## config.mk

```make
export PLATFORM = sky130hd
export DESIGN_NAME = semi_cmd_encoder
export DESIGN_NICKNAME = d
export VERILOG_FILES = /design/src/rtl/semi_cmd_encoder.sv
export SDC_FILE = /design/constraint.sdc
export NUM_CORES = 1
export LEC_CHECK = 0
export BUFFER_PORTS_ARGS = -buffer_cell sky130_fd_sc_hd__buf_2
export CAP_MARGIN = 20
export CORE_ASPECT_RATIO = 1.1
export CORE_MARGIN = 1
export CORE_UTILIZATION = 55
export CTS_CLUSTER_DIAMETER = 50
export DETAILED_ROUTE_END_ITERATION = 8
export GPL_TIMING_DRIVEN = 0
export PLACE_DENSITY = 0.71
export SYNTH_ARGS = -nofsm -noshare
export SYNTH_HDL_FRONTEND = slang
export SYNTH_SLANG_ARGS = --single-unit
```

## constraint.sdc

```tcl
create_clock -name clk -period 5.8 [get_ports clk]
set_input_delay 1.16 -clock clk [delete_from_list [all_inputs] [get_ports clk]]
set_output_delay 1.16 -clock clk [all_outputs]
set_load 0.05 [all_outputs]
```

## src/rtl/semi_cmd_encoder.sv

```systemverilog
// Direction push-button front-end: synchronise, debounce, arbitrate and stretch commands for the semi-auto FSM.
// Defining SEMI_CMD_AUTOREPEAT_EN re-issues the latched command while its button stays held.
module semi_cmd_encoder #(
    parameter int DEBOUNCE_CYCLES = 2_000_000,
    parameter int HOLD_CYCLES     = 2_000_000,
    parameter int REPEAT_CYCLES   = 100_000_000,
    parameter int CNT_W           = 27
) (
    input  logic clk,
    input  logic reset,
    input  logic semi_auto_mode_on,
    input  logic btn_left,
    input  logic btn_right,
    input  logic btn_straight,
    input  logic btn_back,
    output logic turn_left_command,
    output logic turn_right_command,
    output logic go_straight_command,
    output logic turn_back_command,
    output logic cmd_busy
);
    typedef enum logic [1:0] {IDLE, HOLD, RELEASE} state_t;
    typedef enum logic [1:0] {
        BTN_LEFT     = 2'd0,
        BTN_RIGHT    = 2'd1,
        BTN_STRAIGHT = 2'd2,
        BTN_BACK     = 2'd3
    } btn_t;

    localparam int MAX_A     = (DEBOUNCE_CYCLES > HOLD_CYCLES) ? DEBOUNCE_CYCLES : HOLD_CYCLES;
    localparam int MAX_COUNT = (MAX_A > REPEAT_CYCLES) ? MAX_A : REPEAT_CYCLES;
    if (CNT_W < $clog2(MAX_COUNT + 1)) begin : g_cnt_w_check
        $error("CNT_W too narrow for the configured cycle counts");
    end

    localparam logic [CNT_W-1:0] ONE       = 1;
    localparam logic [CNT_W-1:0] DB_LAST   = CNT_W'(DEBOUNCE_CYCLES - 1);
    localparam logic [CNT_W-1:0] HOLD_LAST = CNT_W'(HOLD_CYCLES - 1);

    logic [3:0]       raw, sync1, sync2, deb, deb_q, req;
    logic [CNT_W-1:0] db_cnt [4];

    assign raw = {btn_back, btn_straight, btn_right, btn_left};

    // NOTE: every clocked process uses non-blocking assignments so all flops update from pre-edge values.
    always_ff @(posedge clk) begin
        if (reset) begin
            sync1 <= '0;
            sync2 <= '0;
            deb   <= '0;
            deb_q <= '0;
            for (int i = 0; i < 4; i++) db_cnt[i] <= '0;
        end else begin
            sync1 <= raw;
            sync2 <= sync1;
            deb_q <= deb;
            for (int i = 0; i < 4; i++) begin
                if (sync2[i] == deb[i]) begin
                    db_cnt[i] <= '0;
                end else if (db_cnt[i] >= DB_LAST) begin
                    deb[i]    <= sync2[i];
                    db_cnt[i] <= '0;
                end else begin
                    db_cnt[i] <= db_cnt[i] + ONE;
                end
            end
        end
    end

    // Combinational against the registered previous level: one request cycle per debounced press.
    assign req = deb & ~deb_q;

    btn_t pick;
    always_comb begin
        if      (req[BTN_STRAIGHT]) pick = BTN_STRAIGHT;
        else if (req[BTN_RIGHT])    pick = BTN_RIGHT;
        else if (req[BTN_LEFT])     pick = BTN_LEFT;
        else                        pick = BTN_BACK;
    end

    state_t           state, state_n;
    logic [3:0]       out_q, out_n;
    logic [CNT_W-1:0] hold_cnt, hold_n;
`ifdef SEMI_CMD_AUTOREPEAT_EN
    localparam logic [CNT_W-1:0] REP_LAST = CNT_W'(REPEAT_CYCLES - 1);
    btn_t             latched, latched_n;
    logic [CNT_W-1:0] rep_cnt, rep_n;
`endif

    always_ff @(posedge clk) begin
        if (reset) begin
            state    <= IDLE;
            out_q    <= '0;
            hold_cnt <= '0;
`ifdef SEMI_CMD_AUTOREPEAT_EN
            latched  <= BTN_LEFT;
            rep_cnt  <= '0;
`endif
        end else begin
            state    <= state_n;
            out_q    <= out_n;
            hold_cnt <= hold_n;
`ifdef SEMI_CMD_AUTOREPEAT_EN
            latched  <= latched_n;
            rep_cnt  <= rep_n;
`endif
        end
    end

    // NOTE: every signal driven here gets a default first, so no path can infer a latch.
    always_comb begin
        state_n = state;
        out_n   = out_q;
        hold_n  = hold_cnt;
`ifdef SEMI_CMD_AUTOREPEAT_EN
        latched_n = latched;
        rep_n     = rep_cnt;
`endif
        if (!semi_auto_mode_on) begin
            state_n = IDLE;
            out_n   = '0;
            hold_n  = '0;
`ifdef SEMI_CMD_AUTOREPEAT_EN
            rep_n   = '0;
`endif
        end else begin
            unique case (state)
                IDLE: begin
                    out_n = '0;
                    if (|req) begin
                        out_n[pick] = 1'b1;
                        hold_n      = '0;
                        state_n     = HOLD;
`ifdef SEMI_CMD_AUTOREPEAT_EN
                        latched_n   = pick;
`endif
                    end
                end
                HOLD: begin
                    if (hold_cnt >= HOLD_LAST) begin
                        out_n   = '0;
                        state_n = RELEASE;
`ifdef SEMI_CMD_AUTOREPEAT_EN
                        rep_n   = '0;
`endif
                    end else begin
                        hold_n = hold_cnt + ONE;
                    end
                end
                RELEASE: begin
`ifdef SEMI_CMD_AUTOREPEAT_EN
                    if (deb[latched]) begin
                        if (rep_cnt >= REP_LAST) begin
                            out_n[latched] = 1'b1;
                            hold_n         = '0;
                            rep_n          = '0;
                            state_n        = HOLD;
                        end else begin
                            rep_n = rep_cnt + ONE;
                        end
                    end else begin
                        rep_n = '0;
                        if (deb == 4'b0000) state_n = IDLE;
                    end
`else
                    if (deb == 4'b0000) state_n = IDLE;
`endif
                end
                default: begin
                    state_n = IDLE;
                    out_n   = '0;
                end
            endcase
        end
    end

    assign turn_left_command   = out_q[BTN_LEFT];
    assign turn_right_command  = out_q[BTN_RIGHT];
    assign go_straight_command = out_q[BTN_STRAIGHT];
    assign turn_back_command   = out_q[BTN_BACK];
    assign cmd_busy            = (state != IDLE);
endmodule

```

==> results of run 1 <==
==> worst max-delay path, stage by stage (launching register included) <==
cell                       delay, ps
sky130_fd_sc_hd__edfxtp_1        430
sky130_fd_sc_hd__ha_1            260
sky130_fd_sc_hd__and4_1          240
sky130_fd_sc_hd__and2_1          190
sky130_fd_sc_hd__o31ai_1         240
sky130_fd_sc_hd__nand3_1         160
sky130_fd_sc_hd__a2111o_1        430
sky130_fd_sc_hd__clkbuf_1        270
sky130_fd_sc_hd__nor2_1          180
==> area by class of cell <==
type | instances | share of cell area (%)
tap | 157 | 2.28
clock buffer | 27 | 6.47
inverter | 15 | 0.654
sequential | 157 | 49.1
buffer | 16 | 0.799
clock inverter | 5 | 0.567
multi-input combinational | 617 | 39.5
timing repair buffer | 11 | 0.639
==> registers in the layout, summed over array words and instances, names as in the netlist <==
| signal | flops |
|---|---|
| deb | 4 |
| sync2 | 4 |
| db_cnt | 108 |
| hold_cnt | 27 |
| sync1 | 4 |
| out_q | 4 |
| deb_q | 4 |
| state | 2 |
==> final timing paths <==
path | slack, ps | to | cells past startpoint
worst max-delay path | 3260 | db_cnt[3][12] | 8
worst min-delay path | 440 | sync2[1] | 1
worst max register to register | 3260 | db_cnt[3][12] | 8
worst min register to register | 440 | sync2[1] | 1
==> power groups by stage <==
stage	sequential (W)	clock [W]	combinational (W)
final	0.00127	0.00111	0.0000741
after detailed placement	0.00129	0	0.0000707
after global routing	0.00127	0.00118	0.0000846
after CTS	0.00127	0.00114	0.0000715
after floorplan	0.00128	0	0.0000570
after global placement	0.00129	0	0.0000695
==> layout by cell type (no fill, tap or decap), types with 2 or more instances in the layout <==
master and instances:
sky130_fd_sc_hd__conb_1 132, sky130_fd_sc_hd__nor2_1 127, sky130_fd_sc_hd__edfxtp_1 108, sky130_fd_sc_hd__dfxtp_1 49, sky130_fd_sc_hd__nand2_1 44, sky130_fd_sc_hd__xor2_1 44, sky130_fd_sc_hd__nand3_1 39, sky130_fd_sc_hd__xnor2_1 39
sky130_fd_sc_hd__nor3_1 20, sky130_fd_sc_hd__nor2b_1 20, sky130_fd_sc_hd__clkbuf_16 20, sky130_fd_sc_hd__nand4_1 18, sky130_fd_sc_hd__clkbuf_1 17, sky130_fd_sc_hd__inv_1 15, sky130_fd_sc_hd__a21oi_1 15, sky130_fd_sc_hd__buf_2 12
sky130_fd_sc_hd__or4_1 11, sky130_fd_sc_hd__o21ai_0 11, sky130_fd_sc_hd__or3_1 11, sky130_fd_sc_hd__and3_1 9, sky130_fd_sc_hd__and2_1 9, sky130_fd_sc_hd__nor4_1 8, sky130_fd_sc_hd__o31ai_1 7, sky130_fd_sc_hd__and4_1 7
sky130_fd_sc_hd__o211ai_1 5, sky130_fd_sc_hd__ha_1 5, sky130_fd_sc_hd__o41a_1 4, sky130_fd_sc_hd__o21a_1 4, sky130_fd_sc_hd__mux2i_1 4, sky130_fd_sc_hd__a311oi_1 3, sky130_fd_sc_hd__nand2b_1 3, sky130_fd_sc_hd__clkbuf_8 3
sky130_fd_sc_hd__clkinv_2 3, sky130_fd_sc_hd__or2_2 2, sky130_fd_sc_hd__a32o_1 2, sky130_fd_sc_hd__o21ai_1 2
==> routing by layer <==
metal | part of all wire (%) | global-route usage [%] | routed length (µm) | vias up
li1 | - | - | - | 2604
met2 | 51 | 34.5 | 6410 | 65
met3 | 2.8 | 4.64 | 353 | 11
met1 | 46 | 24.9 | 5770 | 2400
met5 | 0 | 0 | 0 | -
met4 | 1.0 | 9.46 | 130 | 0
==> metrics by stage <==
| stage | util [%] | hold WS [ps] | std cells |
|---|---|---|---|
| 3_3_place_gp | 62.8 | 420 | 973 |
| 5_1_grt | 67.5 | 457 | 1005 |
| 3_5_place_dp | 62.8 | 429 | 973 |
| 4_1_cts | 67.5 | 447 | 1005 |
| 6_report | 67.5 | 443 | 1005 |
| 2_1_floorplan | - | 414 | 805 |
==> logic make-up (layout without fill, tap and decap cells) <==
group / count (synthesis) / count (layout) / share of synthesized area (%)
AND/OR/NAND/NOR: 329 / 329 / 21.9
flip-flops: 157 / 157 / 58.1
adder cells (fa/ha/maj): 5 / 5 / 0.861
AO/OA/AOI/OAI: 63 / 63 / 6.51
multiplexers: 5 / 5 / 0.706
other: 2 / 132 / 0.103
XOR/XNOR: 83 / 83 / 10.0
buffers and inverters: 31 / 74 / 1.72
==> results.tsv, run 1 <==
stage	metric	value	unit
outcome	run status	finished, violations left	
outcome	violated checks	design-rule violations	
finish	share of cells above drive strength 1	5.54	%
pwr	power share of the sequential group	51.6	%
floorplan	starting utilization of the core area	57.0	%
logic_synthesis	ys async rst share	0	%
pwr	net switching power	0.000494	W
floorplan	die area	13700	µm²
route	routed len/inst	12.6	µm
clock_tree	# hold bufs at CTS	0	
floorplan	DIE WIDTH	112	µm
placement	HPWL after DPL	9.00	mm
setup_path	CP max FO	10	
finish	fill cell count	1027	
global_route	initial antenna violation count	0	
placement	placed standard-cell area	8000	µm²
timing	count of pins over their slew limit	0	
placement	I/O Buffers	11	
global_route	global route total overflow	0	
floorplan	die height	123	µm
finish	total area of multi-input combinational cells	3400	µm²
setup_path	origin of the worst setup path	db_cnt[3][0]	
worst_hold_path	beginning of the worst hold path	sync1[1]	
clock_tree	number of post-CTS setup repair buffers	0	
setup_path	Reg2Reg Launch Point	db_cnt[3][0]	
timing	Period Utilization, post-route	43.8	%
floorplan	number of core rows	43	
logic_synthesis	post-synth design cell area	7260	µm²
logic_synthesis	top-count cell post-synth	sky130_fd_sc_hd__nor2_1	
timing	hold violation count in the final report	0	
logic_synthesis	biggest area consumer among synthesized cells	sky130_fd_sc_hd__edfxtp_1	
pwr	peak ir drop on the vdd network	146	µV
clock_tree	Root Buffer Master	sky130_fd_sc_hd__clkbuf_16	
timing	clock skew	11.5	ps
finish	Total Nets Final	847	
timing	Setup TNS Final	0	ps
logic_synthesis	cell count after synthesis	675	
finish	Layout Cell Area excl Fill	8610	µm²
route	number of DRC markers after the initial detailed-route iteration	252	
setup_path	Worst setup EP type	flip-flop	
logic_synthesis	commonest cells in the synthesized netlist	sky130_fd_sc_hd__nor2_1 (127), sky130_fd_sc_hd__edfxtp_1 (108), sky130_fd_sc_hd__dfxtp_1 (49)	
logic_synthesis	largest cells by area after synthesis	sky130_fd_sc_hd__edfxtp_1 (45%), sky130_fd_sc_hd__dfxtp_1 (14%), sky130_fd_sc_hd__nor2_1 (6.6%)	
logic_synthesis	number of synthesized register bits	157	
pwr	Combinational Power Share	3.0	%
logic_synthesis	share of the yosys chip area belonging to registers	58.1	%
setup_path	CP Class	reg -> reg	
timing	peak clock frequency supported by timing	0.393	GHz
pwr	Pwr per Cell Area	285	nW/µm²
pwr	Internal Power	0.00196	W
global_route	global-route wire length before repair	21.9	mm
logic_synthesis	Yosys cell types	47	
placement	post-place setup slack	3130	ps
global_route	pin count of the biggest net entering global routing	17	
pwr	clock share of power	45.4	%
setup_path	required time of the critical path	6080	ps
setup_path	element type at the critical path start	flip-flop	
placement	routability-driven placement congestion ratio	0.808	
finish	relative area change from synthesis to final layout	18.5	%
timing	Tightest Pin Transition	709	ps
clock_tree	Clock Pin Slew Worst Setup and Hold Paths	60	ps
timing	unrepaired setup endpoints after global routing	no	
clock_tree	source-to-sink clock delay at the later pin of the worst-skew pair	430	ps
clock_tree	maximum clock insertion buffer count	2	
timing	Worst slew margin	52.4	%
route	DR pass1 iterations	7	
clock_tree	clock buffer count from CTS	17	
finish	area taken by flip-flops and latches	4220	µm²
clock_tree	total number of clock tree sinks	157	
route	Total Wirelength	12.7	mm
logic_synthesis	fraction of synthesized cell area taken by the top area cell type	44.6	%
worst_hold_path	class of the worst hold path	reg -> reg	
clock_tree	CTS tree	built	
timing	number of failing setup endpoints in the final timing report	0	
timing	smallest setup slack after layout	3260	ps
clock_tree	CTS resizes	0	
logic_synthesis	average size of a mapped cell	10.8	µm²
setup_path	arrival time worst endpoint	2820	ps
route	via total after detailed routing	5080	
logic_synthesis	number of synthesized flops with an enable pin	108	
logic_synthesis	Warnings, synthesis	0	
pwr	switching part of the total power	20.1	%
route	routed vias/inst	5.05	
clock_tree	total number of H-tree levels	4	
finish	number of diodes	0	
route	post-route DRC violation count	2	
pwr	leakage	3.08	nW
pwr	PnR Total Power	0.00246	W
global_route	via count of the first global-routing pass	4951	
job	max-capacitance violation count	0	
floorplan	area of the core	12800	µm²
global_route	global-route usage over all layers	20.3	%
logic_synthesis	most instantiated flip-flop cell in the synthesis netlist	sky130_fd_sc_hd__edfxtp_1	
timing	min Tclk post-route	2540	ps
route	antenna-violating nets left	0	
floorplan	io pins	12	
(Power assumes the default switching activity.)
==> run 2, diff against run 1 <==
==> constraint.sdc (replaced) <==
create_clock -name clk -period 2.5 [get_ports clk]
set_input_delay 0.5 -clock clk [delete_from_list [all_inputs] [get_ports clk]]
set_output_delay 0.5 -clock clk [all_outputs]
set_load 0.05 [all_outputs]
==> run 2 against run 1 <==
Against the previous run:
- the run still ends with design-rule violations left
- sequential cell count did not move
- via count rose by 0.75%
- die area did not move
- critical path type unchanged
==> results.tsv, run 2 (synthesis results as in run 1) <==
stage	metric	value	unit	change
outcome	run status	finished, violations left		
outcome	violated checks	design-rule violations		
floorplan	die height	123	µm	unchanged
pwr	power share of the sequential group	51.5	%	about the same
finish	Total Nets Final	850		+0.35%
finish	Core Util, Final	67.9	%	+0.34 points
floorplan	io pins	12		unchanged
timing	hold violation count in the final report	0		unchanged
timing	peak clock frequency supported by timing	0.421	GHz	+7.0%
placement	I/O Buffers	11		unchanged
setup_path	CP max FO	10		unchanged
timing	final hold slack	301	ps	-142 ps
pwr	switching part of the total power	20.2	%	+0.13 points
finish	relative area change from synthesis to final layout	19.1	%	
clock_tree	Clock Pin Slew Worst Setup and Hold Paths	60	ps	about the same
clock_tree	total number of clock tree sinks	157		unchanged
global_route	global route total overflow	0		unchanged
worst_hold_path	beginning of the worst hold path	btn_right		
clock_tree	source-to-sink clock delay at the later pin of the worst-skew pair	430	ps	about the same
placement	routability-driven placement congestion ratio	0.808		unchanged
floorplan	number of core rows	43		unchanged
pwr	Pwr per Cell Area	660	nW/µm²	+130%
clock_tree	total number of H-tree levels	4		unchanged
clock_tree	clock buffer count from CTS	17		unchanged
pwr	Combinational Power Share	3.1	%	about the same
route	via total after detailed routing	5118		+0.75%
placement	placed instance count	973		unchanged
route	number of DRC markers after the initial detailed-route iteration	250		-0.79%
timing	Period Utilization, post-route	95.1	%	+51 points
finish	share of cells above drive strength 1	7.05	%	+1.5 points
finish	filler-free cell count of the finished design	1008		+0.30%
timing	Worst slew margin	52.8	%	+0.40 points
floorplan	die area	13700	µm²	unchanged
clock_tree	maximum clock insertion buffer count	2		unchanged
clock_tree	Root Buffer Master	sky130_fd_sc_hd__clkbuf_16		
global_route	global-route usage over all layers	20.3	%	unchanged
setup_path	end of the worst register-to-register path	hold_cnt[11]		
setup_path	arrival time worst endpoint	2700	ps	-120 ps
finish	most common cell after layout, fill and taps aside	sky130_fd_sc_hd__conb_1		
finish	largest registers	db_cnt (108), hold_cnt (27)		
timing	count of pins over their slew limit	0		unchanged
timing	Tightest Pin Transition	703	ps	-6.02 ps
timing	clock skew	6.77	ps	-4.72 ps
floorplan	starting utilization of the core area	57.0	%	unchanged
job	max-capacitance violation count	0		unchanged
floorplan	area of the core	12800	µm²	unchanged
route	antenna-violating nets left	0		unchanged
clock_tree	CTS tree	built		
pwr	Internal Power	0.00455	W	+130%
finish	number of diodes	0		unchanged
finish	number of flip-flops under the largest register name	108		unchanged
route	routed len/inst	12.6	µm	about the same
finish	most frequent cells in the layout	sky130_fd_sc_hd__conb_1 (132), sky130_fd_sc_hd__nor2_1 (127), sky130_fd_sc_hd__edfxtp_1 (108), sky130_fd_sc_hd__dfxtp_1 (48)		
worst_hold_path	class of the worst hold path	in -> reg		
global_route	global-route wire length before repair	21.9	mm	unchanged
route	Total Wirelength	12.7	mm	+0.39%
global_route	via count of the first global-routing pass	4951		unchanged
global_route	pin count of the biggest net entering global routing	17		unchanged
pwr	peak ir drop on the vdd network	339	µV	+130%
timing	min Tclk post-route	2380	ps	-166 ps
route	post-route DRC violation count	2		unchanged
setup_path	capture point of the worst path	hold_cnt[11]		
setup_path	origin of the worst setup path	hold_cnt[1]		
setup_path	logic depth of the worst register-to-register path	8		unchanged
pwr	clock share of power	45.4	%	about the same
finish	fill cell count	1021		-0.58%
setup_path	Reg2Reg Launch Point	hold_cnt[1]		
setup_path	Worst setup EP type	flip-flop		
setup_path	element type at the critical path start	flip-flop		
route	routed vias/inst	5.08		+0.45%
placement	HPWL after DPL	9.00	mm	unchanged
global_route	initial antenna violation count	0		unchanged
timing	number of failing setup endpoints in the final timing report	0		unchanged
floorplan	DIE WIDTH	112	µm	unchanged
pwr	leakage	3.10	nW	+0.66%
finish	top register by number of flip-flops	db_cnt		
setup_path	CP Class	reg -> reg		
pwr	net switching power	0.00116	W	+130%
setup_path	required time of the critical path	2820	ps	-3260 ps
setup_path	R2R Setup Slk	120	ps	-3130 ps
route	DR pass1 iterations	6		-1
==> run 2: repair_timing <==
action                     4_1_cts  5_1_grt
pin swaps                        1        5
hold buffers                     0        0
setup endpoints to repair       38       63
hold endpoints to repair         0        0
gates resized for setup          5       15
buffers inserted                 0        3
==> run 2: worst min-delay path by stage <==
stage	cells past startpoint	slack (ps)	end
after CTS	2	290	sync1[3]
after detailed placement	1	430	sync2[1]
after global routing	2	300	sync1[3]
after floorplan	1	410	sync2[0]
after global placement	1	420	sync2[1]
final	2	300	sync1[1]
==> run 2: routing by layer <==
layer  global-route usage (%)  routed length (µm)  vias to the layer above
met5                        0                   0                        -
met3                     4.64                 398                       18
met4                     9.46                 231                        0
met1                     24.9                5740                     2428
met2                     34.5                6340                       58
li1                         -                   -                     2614
==> run 2: area by class of cell <==
class / count / area (µm²) / share of cell area, %
Inverter: 15 / 56.3 / 0.651
Buffer: 16 / 78.8 / 0.911
Tap cell: 157 / 196 / 2.27
Multi-Input combinational cell: 617 / 3410 / 39.4
Timing Repair Buffer: 14 / 77.6 / 0.896
Clock inverter: 5 / 48.8 / 0.564
Clock buffer: 27 / 557 / 6.43
Sequential cell: 157 / 4230 / 48.8
==> run 2: power groups by stage <==
stage	Clock (W)	Sequential (W)	Combinational (W)
2_1_floorplan	0	0.00298	0.000132
3_3_place_gp	0	0.00299	0.000161
3_5_place_dp	0	0.00299	0.000164
4_1_cts	0.00264	0.00294	0.000166
5_1_grt	0.00273	0.00295	0.000199
6_report	0.00259	0.00294	0.000175
==> run 2: worst max-delay path, stage by stage, from the launching register on <==
cell and delay (ps):
sky130_fd_sc_hd__dfxtp_1 360, sky130_fd_sc_hd__ha_1 230, sky130_fd_sc_hd__a21oi_1 140, sky130_fd_sc_hd__o31ai_1 140, sky130_fd_sc_hd__a2111oi_4 540, sky130_fd_sc_hd__o2111ai_4 240, sky130_fd_sc_hd__buf_6 210, sky130_fd_sc_hd__o31a_1 240
sky130_fd_sc_hd__o21a_1 180
==> run 2: through the flow <==
step,worst slack (ps),TNS [ps],power [W],cell area [µm²]
2_1_floorplan,237,0,0.00311,7750
3_3_place_gp,-11.2,-73.2,0.00315,8000
3_5_place_dp,-56.7,-689,0.00316,8000
4_1_cts,15.0,0,0.00575,8610
5_1_grt,-13.7,-37.3,0.00589,8650
6_report,124,0,0.00571,8650
==> run 3, diff against run 2 <==
--- a/config.mk
+++ b/config.mk
@@ -7,7 +7,6 @@
 export LEC_CHECK = 0
 export BUFFER_PORTS_ARGS = -buffer_cell sky130_fd_sc_hd__buf_2
 export CAP_MARGIN = 20
-export CORE_ASPECT_RATIO = 1.1
 export CORE_MARGIN = 1
 export CORE_UTILIZATION = 55
 export CTS_CLUSTER_DIAMETER = 50
==> run 3 against run 2 <==
Against the previous run:
- the flow now finishes without violations
- first-iteration DRC count increased by 39%
- sequential power about the same
- wire length increased by 1.9%
- critical endpoint is now db_cnt[1][4]
- largest cell class unchanged
==> results.tsv, run 3 (synthesis results as in run 1) <==
stage	metric	value	unit	change
placement	placed standard-cell area	8020	µm²	+0.23%
setup_path	element type at the critical path start	flip-flop		
finish	share of cells above drive strength 1	7.85	%	+0.80 points
global_route	via count of the first global-routing pass	4951		unchanged
route	antenna-violating nets left	0		unchanged
setup_path	arrival time worst endpoint	2650	ps	-50 ps
floorplan	io pins	12		unchanged
clock_tree	Root Buffer Master	sky130_fd_sc_hd__clkbuf_16		
timing	unrepaired setup endpoints after global routing	yes		
clock_tree	# hold bufs at CTS	0		unchanged
finish	fill cell count	921		-9.8%
route	number of DRC markers after the initial detailed-route iteration	348		+39%
global_route	global route total overflow	0		unchanged
worst_hold_path	worst hold path stage count	2		unchanged
clock_tree	source-to-sink clock delay at the later pin of the worst-skew pair	430	ps	about the same
floorplan	starting utilization of the core area	56.9	%	-0.10 points
timing	peak clock frequency supported by timing	0.424	GHz	+0.66%
floorplan	DIE WIDTH	117	µm	+4.8%
floorplan	die area	13700	µm²	about the same
setup_path	crit path buf inv count	1		unchanged
pwr	leakage	3.16	nW	+1.8%
timing	clock skew	7.71	ps	+0.946 ps
worst_hold_path	class of the worst hold path	in -> reg		
finish	number of flip-flops under the largest register name	108		unchanged
global_route	pin count of the biggest net entering global routing	17		unchanged
timing	count of pins over their slew limit	0		unchanged
pwr	peak ir drop on the vdd network	673	µV	+99%
placement	I/O Buffers	11		unchanged
floorplan	number of core rows	41		-4.7%
global_route	global-route usage over all layers	21.1	%	+0.73 points
setup_path	CP peak stage delay	470	ps	-70 ps
outcome	run status	complete, no violations		
clock_tree	total number of clock tree sinks	157		unchanged
finish	largest registers	db_cnt (108), hold_cnt (27)		
setup_path	path length in cells of the critical path	8		unchanged
setup_path	logic depth of the worst register-to-register path	8		unchanged
setup_path	CP Class	reg -> reg		
finish	top register by number of flip-flops	db_cnt		
finish	Layout Cell Area excl Fill	8780	µm²	+1.5%
setup_path	CP max FO	10		unchanged
placement	post-place setup slack	-82.1	ps	-25.4 ps
clock_tree	total number of H-tree levels	4		unchanged
finish	number of diodes	0		unchanged
timing	number of failing setup endpoints in the final timing report	0		unchanged
timing	Tightest Pin Transition	669	ps	-34.8 ps
timing	min Tclk post-route	2360	ps	-15.6 ps
clock_tree	Clock Pin Slew Worst Setup and Hold Paths	60	ps	about the same
timing	Period Utilization, post-route	94.4	%	-0.62 points
placement	HPWL after DPL	8.96	mm	-0.45%
route	DR pass1 iterations	4		-2
timing	smallest setup slack after layout	139	ps	+15.6 ps
clock_tree	clock buffer count from CTS	17		unchanged
setup_path	cell breakdown of the critical path	ha_2 -> a21oi_1 -> o31ai_1 -> a311oi_1 -> o21ai_1 -> or3_1 -> clkbuf_2 -> nor2_1		
clock_tree	CTS tree	built		
floorplan	area of the core	12800	µm²	+0.18%
finish	filler-free cell count of the finished design	1025		+1.7%
finish	most frequent cells in the layout	sky130_fd_sc_hd__conb_1 (132), sky130_fd_sc_hd__nor2_1 (126), sky130_fd_sc_hd__edfxtp_1 (108), sky130_fd_sc_hd__dfxtp_1 (49)		
global_route	global-route wire length before repair	21.8	mm	-0.22%
setup_path	slowest stage cell on the critical path	sky130_fd_sc_hd__edfxtp_1		
route	routed vias/inst	5.02		-1.1%
route	post-route DRC violation count	0		-2
route	routed len/inst	12.6	µm	+0.23%
setup_path	family of cells with the greatest summed delay on the critical path	compound AO/OA/AOI/OAI gates		
floorplan	die height	117	µm	-4.6%
global_route	initial antenna violation count	0		unchanged
timing	Worst slew margin	55.1	%	+2.3 points
finish	relative area change from synthesis to final layout	20.9	%	
placement	placed instance count	988		+1.5%
finish	Total Nets Final	852		+0.24%
job	max-capacitance violation count	0		unchanged
clock_tree	maximum clock insertion buffer count	2		unchanged
finish	most common cell after layout, fill and taps aside	sky130_fd_sc_hd__conb_1		
setup_path	required time of the critical path	2790	ps	-30 ps
timing	hold violation count in the final report	0		unchanged
placement	routability-driven placement congestion ratio	0.858		+6.2%
route	Total Wirelength	13.0	mm	+1.9%
pwr	Pwr per Cell Area	685	nW/µm²	+3.7%
route	via total after detailed routing	5147		+0.57%
setup_path	Worst setup EP type	flip-flop		
## run 3: cell types whose count changed in the layout (fill, tap and decap cells not counted), sizes merged
| cell | change |
|---|---|
| clkbuf | -2 |
| buf | +2 |
| clkinv | -2 |
| bufinv | +2 |
| inv | +2 |
## run 3: report_power, final
group	internal, W	leakage (nW)	total, W	switching, W
clock network	0.00189	0.341	0.00289	0.00100
registers	0.00287	1.50	0.00294	0.0000718
logic	0.0000662	1.32	0.000178	0.000112
## run 3: per-stage QoR
stage	hold slack, ps	setup TNS [ps]	util [%]	total power (W)
final	300	0	68.7	0.00601
after global routing	287	-20.7	68.7	0.00621
after CTS	291	0	68.3	0.00604
after detailed placement	429	-1080	62.8	0.00316
after global placement	421	-166	62.8	0.00315
after floorplan	414	0	-	0.00311
## run 3: area by class of cell
| type | instances | area, µm² | share of cell area, % |
|---|---|---|---|
| flip-flops and latches | 157 | 4220 | 48.1 |
| multi-input cells | 617 | 3420 | 39.0 |
| clock buffers | 25 | 571 | 6.50 |
| well taps | 172 | 215 | 2.45 |
| clock inverters | 7 | 113 | 1.28 |
| repair buffers | 16 | 92.6 | 1.05 |
| plain buffers | 16 | 88.8 | 1.01 |
| inverters | 15 | 56.3 | 0.641 |
## run 3: path summary, 6_finish.rpt
kind	startpoint	endpoint	slack, ps
hold reg to reg	sync1[1]	sync2[1]	440
hold / removal	btn_back	sync1[3]	300
setup reg to reg	db_cnt[1][1]	db_cnt[1][4]	140
setup / recovery	db_cnt[1][1]	db_cnt[1][4]	140
## run 3: repair_timing
item,4_1_cts,5_1_grt
setup endpoints to repair,41,68
setup buffers,1,4
gates resized for setup,8,14
pin swaps,0,5
## run 3: metal layers
metal  part of all wire [%]  vias to the layer above  track usage (%)
li1                       -                     2622                -
met1                     46                     2430             25.2
met2                     49                       72             35.7
met3                    3.3                       23             6.33
met4                    1.8                        0             8.44
met5                      0                        -                0
